[config.mk]
export PLATFORM = sky130hd
export DESIGN_NAME = snake_frame_scheduler
export DESIGN_NICKNAME = d
export VERILOG_FILES = /design/src/rtl/snake_pkg.sv /design/src/rtl/snake_next_head.sv /design/src/rtl/snake_frame_scheduler.sv
export SDC_FILE = /design/constraint.sdc
export NUM_CORES = 1
export LEC_CHECK = 0
export CAP_MARGIN = 20
export CORE_MARGIN = 2
export CORE_UTILIZATION = 40
export CTS_CLUSTER_DIAMETER = 120
export CTS_CLUSTER_SIZE = 8
export DETAILED_ROUTE_END_ITERATION = 6
export GPL_ROUTABILITY_DRIVEN = 0
export GPL_TIMING_DRIVEN = 0
export HOLD_SLACK_MARGIN = 0.05
export PLACE_DENSITY_LB_ADDON = 0.1
export SYNTH_ARGS = -nofsm -noshare
export SYNTH_HDL_FRONTEND = slang
export SYNTH_SLANG_ARGS = --single-unit
[constraint.sdc]
create_clock -name clock_25 -period 6.3 [get_ports clock_25]
set_input_delay 1.26 -clock clock_25 [delete_from_list [all_inputs] [get_ports clock_25]]
set_output_delay 1.26 -clock clock_25 [all_outputs]
set_load 0.05 [all_outputs]
[src/rtl/snake_pkg.sv]
// rtl/snake_pkg.sv - shared constants, codes and helpers for the snake frame scheduler
package snake_pkg;

    localparam int PIXEL_DISPLAY_BIT = 9;
    localparam int SNAKE_LENGTH_BIT  = 4;
    localparam int SNAKE_LENGTH_MAX  = 16;
    localparam int GRID_W            = 124;
    localparam int GRID_H            = 81;
    localparam int V_ACTIVE          = 480;
    localparam int H_TRIGGER         = 799;

    localparam int RESET_HEAD_X      = 62;
    localparam int RESET_HEAD_Y      = 40;
    localparam int INIT_LENGTH       = 3;

    // Longest snake the length port can report; growth saturates here.
    localparam int LEN_CAP = (SNAKE_LENGTH_MAX < (1 << SNAKE_LENGTH_BIT)) ?
                             SNAKE_LENGTH_MAX : (1 << SNAKE_LENGTH_BIT) - 1;

    typedef enum logic [1:0] {
        DIR_UP    = 2'b00,
        DIR_RIGHT = 2'b01,
        DIR_DOWN  = 2'b10,
        DIR_LEFT  = 2'b11
    } dir_t;

    typedef enum logic [1:0] {
        HEAD  = 2'b00,
        BODY  = 2'b01,
        TAIL  = 2'b10,
        FRUIT = 2'b11
    } figure_t;

    // Opposite direction: flipping the upper code bit swaps up/down and right/left.
    function automatic logic [1:0] dir_reverse(input logic [1:0] d);
        return d ^ 2'b10;
    endfunction

endpackage

[src/rtl/snake_next_head.sv]
// rtl/snake_next_head.sv - combinational next-head position with wrap and out-of-grid flag
module snake_next_head
    import snake_pkg::*;
(
    input  logic [6:0] i_head_x,
    input  logic [6:0] i_head_y,
    input  logic [1:0] i_dir,
    output logic [6:0] o_head_x,
    output logic [6:0] o_head_y,
    output logic       o_oob
);

    // One block step in the requested direction, wrapping at the playfield edges.
    always_comb begin
        o_head_x = i_head_x;
        o_head_y = i_head_y;
        o_oob    = 1'b0;
        case (i_dir)
            DIR_UP: begin
                if (i_head_y == 7'd0) begin
                    o_head_y = 7'(GRID_H - 1);
                    o_oob    = 1'b1;
                end else begin
                    o_head_y = i_head_y - 7'd1;
                end
            end
            DIR_RIGHT: begin
                if (i_head_x == 7'(GRID_W - 1)) begin
                    o_head_x = 7'd0;
                    o_oob    = 1'b1;
                end else begin
                    o_head_x = i_head_x + 7'd1;
                end
            end
            DIR_DOWN: begin
                if (i_head_y == 7'(GRID_H - 1)) begin
                    o_head_y = 7'd0;
                    o_oob    = 1'b1;
                end else begin
                    o_head_y = i_head_y + 7'd1;
                end
            end
            default: begin
                if (i_head_x == 7'd0) begin
                    o_head_x = 7'(GRID_W - 1);
                    o_oob    = 1'b1;
                end else begin
                    o_head_x = i_head_x - 7'd1;
                end
            end
        endcase
    end

endmodule

[src/rtl/snake_frame_scheduler.sv]
// rtl/snake_frame_scheduler.sv - snake buffer update and per-frame segment streaming (option: SNAKE_WALL_KILL_EN)
module snake_frame_scheduler
    import snake_pkg::*;
(
    input  logic                         clock_25,
    input  logic                         reset,
    input  logic [PIXEL_DISPLAY_BIT:0]   X,
    input  logic [PIXEL_DISPLAY_BIT:0]   Y,
    input  logic                         move_req,
    input  logic                         grow_req,
    input  logic [1:0]                   dir_req,
    output logic [6:0]                   snake_head_x,
    output logic [6:0]                   snake_head_y,
    output logic [6:0]                   snake_body_x,
    output logic [6:0]                   snake_body_y,
    output logic                         en_snake_body,
    output logic [SNAKE_LENGTH_BIT-1:0]  snake_length,
    output logic                         frame_tick,
    output logic                         move_ack,
    output logic                         self_hit,
    output logic                         wall_hit
);

`ifdef SNAKE_WALL_KILL_EN
    localparam bit WALL_KILL_EN = 1'b1;
`else
    localparam bit WALL_KILL_EN = 1'b0;
`endif

    localparam logic [SNAKE_LENGTH_BIT-1:0] ONE = SNAKE_LENGTH_BIT'(1);

    typedef enum logic [2:0] {
        ST_IDLE,
        ST_CHECK,
        ST_SHIFT,
        ST_STREAM,
        ST_GAP
    } state_t;

    state_t                       r_state, w_state_nxt;
    logic [SNAKE_LENGTH_BIT-1:0]  r_idx, w_idx_nxt;

    logic [6:0]                   r_seg_x [SNAKE_LENGTH_MAX];
    logic [6:0]                   r_seg_y [SNAKE_LENGTH_MAX];
    logic [SNAKE_LENGTH_BIT-1:0]  r_length;
    logic [1:0]                   r_dir;

    logic                         r_pending;
    logic                         r_pend_grow;
    logic [1:0]                   r_pend_dir;

    logic [6:0]                   r_new_x, r_new_y;
    logic                         r_new_oob;
    logic [1:0]                   r_new_dir;
    logic                         r_grow;

    logic                         w_trigger;
    logic                         w_pend_eff;
    logic                         w_cap_grow;
    logic [1:0]                   w_cap_dir;
    logic [1:0]                   w_eff_dir;
    logic [6:0]                   w_next_x, w_next_y;
    logic                         w_next_oob;
    logic                         w_hit;
    logic [SNAKE_LENGTH_BIT-1:0]  w_check_last;
    logic                         w_take, w_shift, w_ack, w_self, w_wall, w_tick;

    assign w_trigger  = (X == (PIXEL_DISPLAY_BIT+1)'(H_TRIGGER)) &&
                        (Y == (PIXEL_DISPLAY_BIT+1)'(V_ACTIVE - 1));
    // A request landing on the trigger cycle is folded into this frame.
    assign w_pend_eff = r_pending | move_req;
    assign w_cap_grow = move_req ? grow_req : r_pend_grow;
    assign w_cap_dir  = move_req ? dir_req  : r_pend_dir;
    assign w_eff_dir  = (w_cap_dir == dir_reverse(r_dir)) ? r_dir : w_cap_dir;

    snake_next_head u_next_head (
        .i_head_x (r_seg_x[0]),
        .i_head_y (r_seg_y[0]),
        .i_dir    (w_eff_dir),
        .o_head_x (w_next_x),
        .o_head_y (w_next_y),
        .o_oob    (w_next_oob)
    );

    assign w_hit        = (r_seg_x[r_idx] == r_new_x) && (r_seg_y[r_idx] == r_new_y);
    // The tail vacates its block on a plain move, so it only blocks when growing.
    assign w_check_last = r_grow ? (r_length - ONE) : (r_length - SNAKE_LENGTH_BIT'(2));

    // FSM state and segment index register.
    always_ff @(posedge clock_25 or negedge reset) begin
        if (!reset) begin
            r_state <= ST_IDLE;
            r_idx   <= '0;
        end else begin
            r_state <= w_state_nxt;
            r_idx   <= w_idx_nxt;
        end
    end

    // Next-state, index walk and pulse outputs.
    always_comb begin
        w_state_nxt = r_state;
        w_idx_nxt   = r_idx;
        w_tick      = 1'b0;
        w_take      = 1'b0;
        w_shift     = 1'b0;
        w_ack       = 1'b0;
        w_self      = 1'b0;
        w_wall      = 1'b0;
        case (r_state)
            ST_IDLE: begin
                if (w_trigger) begin
                    w_tick = 1'b1;
                    if (w_pend_eff) begin
                        w_take      = 1'b1;
                        w_idx_nxt   = ONE;
                        w_state_nxt = ST_CHECK;
                    end else begin
                        w_idx_nxt   = '0;
                        w_state_nxt = ST_STREAM;
                    end
                end
            end
            ST_CHECK: begin
                if (WALL_KILL_EN && r_new_oob) begin
                    w_wall      = 1'b1;
                    w_idx_nxt   = '0;
                    w_state_nxt = ST_STREAM;
                end else if (w_hit) begin
                    w_self      = 1'b1;
                    w_idx_nxt   = '0;
                    w_state_nxt = ST_STREAM;
                end else if (r_idx == w_check_last) begin
                    w_idx_nxt   = r_grow ? r_length : (r_length - ONE);
                    w_state_nxt = ST_SHIFT;
                end else begin
                    w_idx_nxt   = r_idx + ONE;
                end
            end
            ST_SHIFT: begin
                w_shift = 1'b1;
                if (r_idx == ONE) begin
                    w_ack       = 1'b1;
                    w_idx_nxt   = '0;
                    w_state_nxt = ST_STREAM;
                end else begin
                    w_idx_nxt   = r_idx - ONE;
                end
            end
            ST_STREAM: begin
                if (r_idx == (r_length - ONE)) begin
                    w_state_nxt = ST_GAP;
                end else begin
                    w_idx_nxt   = r_idx + ONE;
                end
            end
            ST_GAP: begin
                w_idx_nxt   = '0;
                w_state_nxt = ST_IDLE;
            end
            default: begin
                w_idx_nxt   = '0;
                w_state_nxt = ST_IDLE;
            end
        endcase
    end

    // Request latch: last request wins; taking it at the trigger empties the slot.
    always_ff @(posedge clock_25 or negedge reset) begin
        if (!reset) begin
            r_pending   <= 1'b0;
            r_pend_grow <= 1'b0;
            r_pend_dir  <= DIR_RIGHT;
        end else if (w_take) begin
            r_pending   <= 1'b0;
        end else if (move_req) begin
            r_pending   <= 1'b1;
            r_pend_grow <= grow_req;
            r_pend_dir  <= dir_req;
        end
    end

    // Freeze the step being applied so late requests cannot disturb CHECK/SHIFT.
    always_ff @(posedge clock_25 or negedge reset) begin
        if (!reset) begin
            r_new_x   <= '0;
            r_new_y   <= '0;
            r_new_oob <= 1'b0;
            r_new_dir <= DIR_RIGHT;
            r_grow    <= 1'b0;
        end else if (w_take) begin
            r_new_x   <= w_next_x;
            r_new_y   <= w_next_y;
            r_new_oob <= w_next_oob;
            r_new_dir <= w_eff_dir;
            r_grow    <= w_cap_grow && (r_length < SNAKE_LENGTH_BIT'(LEN_CAP));
        end
    end

    // Segment buffer: shift one entry per SHIFT cycle, head written on the last one.
    always_ff @(posedge clock_25 or negedge reset) begin
        if (!reset) begin
            for (int i = 0; i < SNAKE_LENGTH_MAX; i++) begin
                r_seg_x[i] <= (i < INIT_LENGTH) ? 7'(RESET_HEAD_X - i) : 7'd0;
                r_seg_y[i] <= (i < INIT_LENGTH) ? 7'(RESET_HEAD_Y) : 7'd0;
            end
        end else if (w_shift) begin
            r_seg_x[r_idx] <= r_seg_x[r_idx - ONE];
            r_seg_y[r_idx] <= r_seg_y[r_idx - ONE];
            if (r_idx == ONE) begin
                r_seg_x[0] <= r_new_x;
                r_seg_y[0] <= r_new_y;
            end
        end
    end

    // Length and heading commit together with the new head.
    always_ff @(posedge clock_25 or negedge reset) begin
        if (!reset) begin
            r_length <= SNAKE_LENGTH_BIT'(INIT_LENGTH);
            r_dir    <= DIR_RIGHT;
        end else if (w_ack) begin
            r_dir <= r_new_dir;
            if (r_grow) begin
                r_length <= r_length + ONE;
            end
        end
    end

    assign en_snake_body = (r_state == ST_STREAM);
    assign snake_body_x  = en_snake_body ? r_seg_x[r_idx] : 7'd0;
    assign snake_body_y  = en_snake_body ? r_seg_y[r_idx] : 7'd0;
    assign snake_head_x  = r_seg_x[0];
    assign snake_head_y  = r_seg_y[0];
    assign snake_length  = r_length;
    assign frame_tick    = w_tick;
    assign move_ack      = w_ack;
    assign self_hit      = w_self;
    assign wall_hit      = w_wall;

endmodule

==> out/qor.log, run 1 <==
INFO  synthesis      syn_nets=1271
INFO  timing         slew_headroom=0.210
INFO  power          peakVddDrop=0.126mV
INFO  critical_path  cp_num_buf_inv=5
INFO  power          power_density=208nW/um^2
INFO  hold_path      min_path_type=reg2reg
INFO  critical_path  startpoint_type=register
INFO  synthesis      synthesis.yosys.warnings=0
INFO  floorplan      io_pins=63
INFO  floorplan      core=37800squm
INFO  finish         final_layout_size_suffix_gt1_frac=0.353
INFO  timing         unrepaired_setup_endpoints_after_global_routing=false
INFO  hold_path      worstHoldStart=r_new_dir[0]
INFO  critical_path  reg2reg_from=r_idx[0]
INFO  routing        postRouteAntennaNets=0
INFO  clock_tree     deepest_level_of_the_cts_h_tree=2
INFO  synthesis      cell_area_synth=15400squm
INFO  critical_path  worstPathRequired=5040ps
INFO  timing         timing.clock.skew=20.2ps
INFO  timing         report.final.setup_viol=0
INFO  routing        drt-pass1-iter-count=5
INFO  routing        postRouteWirelength=54000microns
INFO  floorplan      fp.dieArea=40100squm
INFO  global_routing largest_net_degree_at_the_start_of_global_routing=117
INFO  timing         period_share=0.963
INFO  finish         areaGrowthSynthToFinish=16.3%
INFO  global_routing initial_antenna_violation_count=0
INFO  timing         final_hold_violating_endpoints=0
INFO  finish         fin_cells=1880
INFO  synthesis      synth_cell_types=71
INFO  timing         final_max_slew_viol_count=0
INFO  place          place_inst=1805
INFO  floorplan      rows=71
INFO  place          total_half_perimeter_wirelength_after_legalization_and_detailed_placement=37600microns
INFO  finish         final.fill_count=3442
INFO  timing         max_clock_freq=0.165GHz
INFO  routing        routed_wirelength_normalized_by_instance_count=28.7microns
INFO  routing        via_count=11300
INFO  synthesis      synth.largest_area_cell=dfrtp_1
INFO  synthesis      synth.most_common_cell=dfrtp_1
INFO  outcome        status=completed
INFO  clock_tree     postCtsSetupBuffers=0
INFO  clock_tree     tritoncts_num_sinks=258
INFO  floorplan      die_h=200microns
INFO  routing        first_iter_violations=948
INFO  critical_path  critPathMaxStageDelay=860ps
INFO  synthesis      fraction_of_post_synthesis_cell_area_in_the_top_cell_type_by_area=0.379
INFO  critical_path  worst_setup_path_startpoint=r_idx[1]
INFO  place          io_buffer_count=60
INFO  critical_path  path_common_cell=buf_2
INFO  critical_path  crit_arrival=4810ps
INFO  critical_path  path_class=reg2out
INFO  floorplan      initial_core_utilization=0.408
INFO  synthesis      sequential_to_total_area_share_from_yosys_stat=0.421
INFO  critical_path  cp_cell_sequence=buf_2 -> buf_2 -> buf_2 -> buf_2 -> mux2i_1 -> xor2_1 -> nor3_1 -> o21ai_2 -> nor3_1 -> clkdlybuf4s50_1
INFO  floorplan      floorplan_die_width=200microns
INFO  synthesis      yosys-top-cells-count=233 x dfrtp_1, 228 x mux2_2, 105 x mux4_2
INFO  synthesis      synth_seq_cells=258
INFO  finish         area.sequential=6490squm
INFO  critical_path  crit_fanout=10
INFO  synthesis      synth-edff-count=0
INFO  finish         multiInputGateArea=8220squm
INFO  synthesis      postSynth.asyncResetShare=1.00
INFO  global_routing vias_in_the_first_global_route=11600
INFO  global_routing first_pass_grt_wire_length=80000microns
INFO  synthesis      ys_dominant_reg_cell=dfrtp_1
INFO  critical_path  crit_path_end_kind=primary output
INFO  power          cellLeakagePower=7.82nW
INFO  clock_tree     tritoncts.num_buffers=38
INFO  clock_tree     clock_insertion_delay_at_the_later_pin_of_the_skew_report=530ps
INFO  global_routing grt_remaining_overflow=0
INFO  power          total_power=3.73mW
INFO  critical_path  path_delay_family=buffers and inverters
INFO  clock_tree     clockBufferDepth=3
INFO  timing         finalWorstPathRequiredPeriod=6070ps
INFO  synthesis      syn-instance-count=1229
INFO  run            cap_viol_max_count=0
INFO  routing        drc=0
INFO  routing        via_per_inst=6.00
INFO  clock_tree     clk_pin_slew_worst_paths=60ps
INFO  timing         tightest_slew=1190ps
INFO  synthesis      ys_top_cells_by_area=dfrtp_1 38%, mux2_2 17%, mux4_2 15%, dfstp_2 4.3%, mux2i_1 3.3%
INFO  synthesis      synthesis.area_per_instance=12.5squm
INFO  clock_tree     post_cts_hold_buffer_count=0
INFO  finish         nNetsFinal=1380
INFO  critical_path  slowest_library_cell_on_the_worst_path=clkdlybuf4s50_1
INFO  clock_tree     ctsRootBufferMaster=clkbuf_16
INFO  global_routing grtUsageTotal=0.270
INFO  clock_tree     tritoncts_clock_tree=built
## cell usage in the layout (no fill, tap or decap), drive strengths merged, types with 5 or more instances in the layout
cell	n
nor3b	6
nand2	71
mux4	105
o21ai	43
o22ai	10
clkbuf	118
nor2	49
a22o	5
a31oi	7
a221oi	8
inv	15
xnor2	22
o211ai	6
and2	12
dfstp	25
a211oi	6
xor2	16
dfrtp	233
ha	16
clkdlybuf4s50	59
nor2b	6
a22oi	20
or3	7
nand2b	7
mux2i	50
buf	78
nor3	24
mux2	228
nor4	7
a21oi	32
nand3	21
## cell families after synthesis
logic type | count (synthesis) | synth area share
compound gates | 164 | 0.0700
xor+xnor | 38 | 0.0216
fa+ha+maj | 16 | 0.0130
buf+inv | 135 | 0.0448
flops | 258 | 0.421
mux | 383 | 0.353
other cells | 1 | 0.000244
simple gates | 234 | 0.0761
## final cells by class
class | instances | share of cell area
multi-input combinational | 836 | 0.459
sequential | 258 | 0.362
clock buffer | 66 | 0.0602
timing repair buffer | 69 | 0.0417
tap | 511 | 0.0357
buffer | 120 | 0.0354
inverter | 15 | 0.00314
clock inverter | 3 | 0.00231
antenna | 2 | 0.000279
## stage by stage
stage,TNS (ps),area [sq um],utilization,worst slack [ps],hold slack [ps]
global placement,-1877100,16600,0.441,-7640,470
finish,0,17900,0.474,234,477
floorplan,0,15400,-,1790,444
global route,0,17900,0.474,143,493
CTS,0,17900,0.473,128,482
detailed placement,0,16700,0.443,453,474
## per-layer routing
layer,share of wire,track usage
met5,0,0
met4,0.027,0.0848
met3,0.070,0.0516
met2,0.47,0.427
met1,0.44,0.377
## final timing paths
| path | cells after the start | endpoint | slack (ps) |
|---|---|---|---|
| worst max-delay path | 10 | self_hit | 230 |
| worst min-delay path | 2 | r_new_dir[0] | 480 |
| worst max register to register | 13 | r_seg_y[49] | 650 |
| worst min register to register | 2 | r_new_dir[0] | 480 |
| max in group asynchronous | 2 | r_seg_x[20] | 4670 |
| min in group asynchronous | 1 | snake_length[2] | 650 |
## worst min-delay path, stage by stage, from the launching register on
cell	delay (ps)
dfstp_2	360
nand2_1	40
o21ai_0	60
## sequential cells by signal, summed over array words and instances (netlist names), 2 cells and up
name and count:
r_new_y 7, r_state 3, r_seg_y 105, r_dir 2
r_seg_x 105, r_new_dir 2, r_pend_dir 2, r_new_x 7
snake_head_x 7, r_idx 4, snake_head_y 7, snake_length 4
## where the power goes
part,total [mW],switching [mW],internal (mW)
combinational,0.127,0.0845,0.0424
clock,1.94,0.782,1.16
sequential,1.66,0.00180,1.66
total,3.73,0.868,2.86
## what timing repair did
item / in CTS / in global routing
resized for setup: 1 / 1
hold endpoints to repair: 0 / 0
setup endpoints to repair: 1 / 1
Power figures use the tool's default switching activity.
==> inputs of run 2 (changes only) <==
--- a/config.mk
+++ b/config.mk
@@ -5,9 +5,10 @@
 export SDC_FILE = /design/constraint.sdc
 export NUM_CORES = 1
 export LEC_CHECK = 0
-export CAP_MARGIN = 20
+export CAP_MARGIN = 15
 export CORE_MARGIN = 2
 export CORE_UTILIZATION = 40
+export CTS_BUF_LIST = sky130_fd_sc_hd__clkbuf_16
 export CTS_CLUSTER_DIAMETER = 120
 export CTS_CLUSTER_SIZE = 8
 export DETAILED_ROUTE_END_ITERATION = 6
==> out/qor.log, run 2 (same netlist as run 1, synthesis figures left out) <==
INFO  outcome        status=completed
INFO  global_routing grtUsageTotal=0.272 [+0.00157]
INFO  critical_path  cp_cell_sequence=buf_2 -> buf_2 -> buf_2 -> buf_2 -> mux2i_1 -> xor2_1 -> nor3_1 -> o21ai_2 -> nor3_1 -> clkdlybuf4s50_1
INFO  critical_path  path_common_cell=buf_2
INFO  routing        postRouteWirelength=54300microns [+0.51%]
INFO  critical_path  reg2reg_from=r_idx[0]
INFO  finish         layout.cell_area.non_filler=17800squm [-0.62%]
INFO  place          total_half_perimeter_wirelength_after_legalization_and_detailed_placement=37500microns [-0.33%]
INFO  timing         finalWorstSetupSlack=52.7ps [-181 ps]
INFO  finish         mostFrequentLayoutCells=233 x dfrtp_1, 228 x mux2_2, 105 x mux4_2
INFO  power          peakVddDrop=0.132mV [+5.3%]
INFO  critical_path  crit-reg2reg-capture=r_seg_y[14]
INFO  clock_tree     clock_insertion_delay_at_the_later_pin_of_the_skew_report=520ps [about the same]
INFO  finish         reg.largest.list=r_seg_x x105, r_seg_y x105
INFO  floorplan      io_pins=63 [unchanged]
INFO  finish         final_layout_size_suffix_gt1_frac=0.349 [-0.00407]
INFO  place          io_buffer_count=60 [unchanged]
INFO  critical_path  path_delay_family=buffers and inverters
INFO  critical_path  worstPathRequired=5040ps [about the same]
INFO  floorplan      initial_core_utilization=0.408 [unchanged]
INFO  timing         final_hold_violating_endpoints=0 [unchanged]
INFO  finish         layout.cells.most_common=dfrtp_1
INFO  routing        postRouteAntennaNets=0 [unchanged]
INFO  timing         timing.clock.skew=17.2ps [-2.98 ps]
INFO  clock_tree     tritoncts_clock_tree=built
INFO  timing         slew_headroom=0.159 [-0.0505]
INFO  routing        first_iter_violations=981 [+3.5%]
INFO  global_routing first_pass_grt_wire_length=80200microns [+0.28%]
INFO  timing         final.hold.worst_slack=477ps [+0.365 ps]
INFO  critical_path  crit_cells=10 [unchanged]
INFO  critical_path  rrSetupSlack=700ps [+50 ps]
INFO  timing         finalWorstPathRequiredPeriod=6250ps [+181 ps]
INFO  clock_tree     ctsRootBufferMaster=clkbuf_16
INFO  finish         nNetsFinal=1374 [-0.43%]
INFO  critical_path  crit_arrival=4990ps [+180 ps]
INFO  clock_tree     tritoncts.num_buffers=38 [unchanged]
INFO  timing         period_share=0.992 [+0.0288]
INFO  power          power_density=207nW/um^2 [-0.83%]
INFO  clock_tree     deepest_level_of_the_cts_h_tree=2 [unchanged]
INFO  critical_path  cp_num_buf_inv=5 [unchanged]
INFO  finish         post-route-util=0.471 [-0.00295]
INFO  global_routing vias_in_the_first_global_route=11700 [+0.92%]
INFO  critical_path  critPathMaxStageDelay=860ps [about the same]
INFO  clock_tree     tritoncts_num_sinks=258 [unchanged]
INFO  critical_path  path_class=reg2out
INFO  critical_path  startpoint_type=register
INFO  routing        via_count=11400 [+1.4%]
INFO  clock_tree     clk_pin_slew_worst_paths=60ps [about the same]
INFO  floorplan      fp.dieArea=40100squm [unchanged]
INFO  critical_path  slowest_library_cell_on_the_worst_path=mux2i_1
INFO  power          total_power=3.68mW [-1.4%]
INFO  finish         n_antenna_cell=0 [-2]
INFO  clock_tree     clockBufferDepth=3 [unchanged]
INFO  floorplan      core=37800squm [unchanged]
INFO  global_routing initial_antenna_violation_count=2 [+2]
INFO  routing        drc=0 [unchanged]
INFO  routing        routed_wirelength_normalized_by_instance_count=29.0microns [+0.99%]
INFO  finish         areaGrowthSynthToFinish=15.6%
INFO  critical_path  crit_path_end_kind=primary output
INFO  critical_path  cell_depth_of_the_worst_flop_to_flop_path=13 [unchanged]
INFO  timing         tightest_slew=1260ps [+75.7 ps]
INFO  global_routing grt_remaining_overflow=0 [unchanged]
INFO  global_routing largest_net_degree_at_the_start_of_global_routing=117 [unchanged]
INFO  timing         report.final.setup_viol=0 [unchanged]
INFO  timing         max_clock_freq=0.160GHz [-2.9%]
INFO  floorplan      rows=71 [unchanged]
INFO  place          placed_area=16700squm [-0.18%]
INFO  critical_path  worst_setup_path_startpoint=r_idx[1]
INFO  clock_tree     postCtsSetupBuffers=0 [unchanged]
INFO  floorplan      floorplan_die_width=200microns [unchanged]
INFO  hold_path      min_path_type=reg2reg
INFO  run            cap_viol_max_count=0 [unchanged]
INFO  critical_path  setup.worst_path.end=self_hit
INFO  power          cellLeakagePower=7.89nW [+0.86%]
INFO  routing        drt-pass1-iter-count=5 [unchanged]
INFO  place          place_worst_setup_slack=440ps [-13.8 ps]
INFO  clock_tree     post_cts_hold_buffer_count=0 [unchanged]
INFO  routing        via_per_inst=6.11 [+1.8%]
INFO  timing         final_max_slew_viol_count=0 [unchanged]
INFO  floorplan      die_h=200microns [unchanged]
INFO  critical_path  crit_fanout=10 [unchanged]
-- run 2: cell types whose count changed in the layout (fill, tap and decap cells not counted) --
| cell | delta |
|---|---|
| buf_6 | -3 |
| inv_6 | +1 |
| inv_1 | +27 |
| mux2i_1 | +1 |
| buf_8 | -3 |
| clkbuf_1 | -27 |
| mux2i_2 | -1 |
| clkinv_8 | -2 |
| diode_2 | -2 |
-- run 2: tightest hold or removal path, delay by kind of cell (launching register included) --
family / cells / cell delay [ps]
AO/OA/AOI/OAI: 1 / 60
AND/OR/NAND/NOR: 1 / 40
flip-flops: 1 / 360
-- run 2: worst min path at each step --
stage / from / slack (ps) / to / cells past startpoint
final: r_new_dir[0] / 480 / r_new_dir[0] / 2
after global routing: r_new_dir[0] / 490 / r_new_dir[0] / 2
after CTS: r_new_dir[0] / 480 / r_new_dir[0] / 2
after detailed placement: r_new_dir[0] / 470 / r_new_dir[0] / 2
after global placement: r_new_dir[0] / 470 / r_new_dir[0] / 2
after floorplan: r_new_dir[1] / 440 / r_new_dir[1] / 2
-- run 2: cell type report --
cell class                 count  area, sq um
tap                          511          639
clock buffer                  39          976
fill                        3465        20000
timing repair buffer          63          668
clock inverter                29          119
multi-input combinational    836         8220
sequential                   258         6490
buffer                       120          634
inverter                      15         56.3
-- run 2: per-layer routing --
metal,vias up,GRT usage,part of all wire
met3,113,0.0530,0.070
met1,6045,0.377,0.44
li1,4846,-,-
met5,-,0,0.00024
met4,2,0.0965,0.035
met2,422,0.426,0.46
-- run 2: what timing repair did --
action / in CTS / in global routing
hold endpoints to repair: 0 / 0
gates resized for setup: 1 / 0
endpoints found under the setup margin: 1 / 0
-- run 2: stage by stage --
step / cells / TNS, ps
2_1_floorplan: 1229 / 0
3_3_place_gp: 1800 / -1877100
3_5_place_dp: 1803 / 0
4_1_cts: 1871 / 0
5_1_grt: 1871 / -7.25
6_report: 1871 / 0
-- run 2: power breakdown --
group,total [mW],internal (mW),switching (mW)
logic,0.127,0.0424,0.0846
clock network,1.89,1.11,0.778
registers,1.66,1.66,0.00180
==> inputs of run 3 (changes only) <==
--- a/config.mk
+++ b/config.mk
@@ -12,6 +12,7 @@
 export CTS_CLUSTER_DIAMETER = 120
 export CTS_CLUSTER_SIZE = 8
 export DETAILED_ROUTE_END_ITERATION = 6
+export DONT_BUFFER_PORTS = 1
 export GPL_ROUTABILITY_DRIVEN = 0
 export GPL_TIMING_DRIVEN = 0
 export HOLD_SLACK_MARGIN = 0.05
==> out/qor.log, run 3 (same netlist as run 1, synthesis figures left out) <==
INFO  clock_tree     clock_insertion_delay_at_the_later_pin_of_the_skew_report=540ps [+20 ps]
INFO  floorplan      core=37800squm [unchanged]
INFO  timing         finalSetupTns=0ps [unchanged]
INFO  critical_path  crit_arrival=4580ps [-410 ps]
INFO  clock_tree     deepest_level_of_the_cts_h_tree=2 [unchanged]
INFO  global_routing use_met3=0.0462 [-0.00683]
INFO  timing         report.final.setup_viol=0 [unchanged]
INFO  power          total_power=3.63mW [-1.2%]
INFO  critical_path  startpoint_type=register
INFO  timing         finalWorstPathRequiredPeriod=5840ps [-409 ps]
INFO  timing         max_clock_freq=0.171GHz [+7.0%]
INFO  place          placed_area=16100squm [-3.3%]
INFO  floorplan      fp.dieArea=40100squm [unchanged]
INFO  global_routing globalRouteMet1Util=0.368 [-0.00870]
INFO  hold_path      min_path_type=in2async
INFO  clock_tree     tritoncts_num_sinks=258 [unchanged]
INFO  critical_path  crit_fanout=10 [unchanged]
INFO  floorplan      die_h=200microns [unchanged]
INFO  timing         final_max_slew_viol_count=0 [unchanged]
INFO  finish         mostFrequentLayoutCells=233 x dfrtp_1, 228 x mux2_2, 105 x mux4_2
INFO  run            cap_viol_max_count=0 [unchanged]
INFO  clock_tree     post_cts_hold_buffer_count=0 [unchanged]
INFO  critical_path  path_class=reg2out
INFO  global_routing initial_antenna_violation_count=3 [+1]
INFO  timing         timing.clock.skew=23.2ps [+6.01 ps]
INFO  timing         unrepaired_setup_endpoints_after_global_routing=false
INFO  clock_tree     ctsRootBufferMaster=clkbuf_16
INFO  global_routing vias_in_the_first_global_route=11200 [-4.3%]
INFO  global_routing grtUsageTotal=0.272 [about the same]
INFO  routing        first_iter_violations=1041 [+6.1%]
INFO  floorplan      io_pins=63 [unchanged]
INFO  routing        via_per_inst=6.21 [+1.6%]
INFO  clock_tree     post_cts_resized=0 [-1]
INFO  timing         final.hold.worst_slack=428ps [-49.2 ps]
INFO  finish         nNetsFinal=1317 [-4.1%]
INFO  floorplan      floorplan_die_width=200microns [unchanged]
INFO  timing         final_hold_violating_endpoints=0 [unchanged]
INFO  clock_tree     tritoncts_clock_tree=built
INFO  critical_path  crit-reg2reg-capture=r_seg_y[49]
INFO  finish         layout.cells.most_common=dfrtp_1
INFO  finish         n_antenna_cell=0 [unchanged]
INFO  floorplan      initial_core_utilization=0.408 [unchanged]
INFO  clock_tree     clockBufferDepth=3 [unchanged]
INFO  global_routing grt_most_used_layer=met2
INFO  critical_path  reg2reg_from=r_idx[0]
INFO  global_routing grt.met2_usage=0.437 [+0.0110]
INFO  finish         post-route-util=0.457 [-0.0143]
INFO  routing        routed_wirelength_normalized_by_instance_count=29.9microns [+3.1%]
INFO  critical_path  rrSetupSlack=630ps [-70 ps]
INFO  timing         period_share=0.927 [-0.0650]
INFO  outcome        status=completed
INFO  routing        via_count=11300 [-1.4%]
INFO  finish         layout.cell_area.non_filler=17300squm [-3.0%]
INFO  power          peakVddDrop=0.135mV [+1.7%]
INFO  critical_path  worstPathRequired=5040ps [about the same]
INFO  place          io_buffer_count=0 [-100%]
INFO  global_routing grt_remaining_overflow=0 [unchanged]
INFO  critical_path  cell_depth_of_the_worst_flop_to_flop_path=13 [unchanged]
INFO  global_routing first_pass_grt_wire_length=79600microns [-0.76%]
INFO  clock_tree     tritoncts.num_buffers=38 [unchanged]
INFO  global_routing largest_net_degree_at_the_start_of_global_routing=259 [+120%]
INFO  floorplan      rows=71 [unchanged]
INFO  power          power_density=211nW/um^2 [+1.9%]
INFO  finish         reg.largest.list=r_seg_x x105, r_seg_y x105
INFO  clock_tree     postCtsSetupBuffers=0 [unchanged]
INFO  routing        postRouteWirelength=54300microns [about the same]
INFO  routing        drc=0 [unchanged]
INFO  routing        drt-pass1-iter-count=5 [unchanged]
INFO  routing        postRouteAntennaNets=0 [unchanged]
INFO  timing         tightest_slew=1350ps [+90.5 ps]
INFO  power          cellLeakagePower=7.70nW [-2.4%]
INFO  critical_path  crit_path_end_kind=primary output
INFO  place          total_half_perimeter_wirelength_after_legalization_and_detailed_placement=37400microns [-0.19%]
INFO  timing         slew_headroom=0.0991 [-0.0604]
INFO  finish         final_layout_size_suffix_gt1_frac=0.370 [+0.0211]
INFO  clock_tree     clk_pin_slew_worst_paths=50ps [about the same]
INFO  finish         areaGrowthSynthToFinish=12.1%
[run 3: cell count changes in the layout (fill, tap and decap cells not counted), sizes merged]
cell,before,now
buf,72,74
clkdlybuf4s50,59,0
inv,43,44
[run 3: power by group]
part	switching [mW]	internal, mW
Clock	0.784	1.11
Combinational	0.0500	0.0257
Sequential	0.00188	1.66
[run 3: per-layer routing]
layer,share of wire,up-vias
met2,0.47,452
met4,0.040,0
met3,0.067,114
li1,-,4738
met5,0,-
met1,0.42,5961
[run 3: how the worst max path moves through the flow]
stage | startpoint | end | slack (ps) | cells past startpoint
CTS | r_idx[1] | self_hit | 500 | 9
global placement | r_idx[1] | self_hit | 530 | 9
floorplan | snake_head_y[3] | self_hit | 1790 | 8
detailed placement | r_idx[0] | r_seg_y[83] | 820 | 13
finish | r_idx[1] | self_hit | 460 | 9
global route | r_idx[1] | self_hit | 400 | 9
[run 3: cell type report]
class                           count  area, sq um
Fill cell                        3517        20500
Multi-Input combinational cell    836         8250
Sequential cell                   258         6490
Clock buffer                       39          976
Tap cell                          511          639
Buffer                            120          634
Clock inverter                     30          123
Timing Repair Buffer                6         91.3
Inverter                           15         56.3
[run 3: stage by stage]
stage | instances | worst slack (ps)
after floorplan | 1229 | 1790
after global placement | 1740 | 530
after detailed placement | 1745 | 825
after CTS | 1814 | 502
after global routing | 1815 | 399
final | 1815 | 462
[run 3: worst max-delay path, cell delays in order, from the launching register on]
cell     delay, ps
dfrtp_1        400
buf_2          380
buf_2          320
buf_2          350
buf_2          480
mux2i_1        720
xor2_1         190
nor3_1         270
o21ai_2        160
nor3_2         760
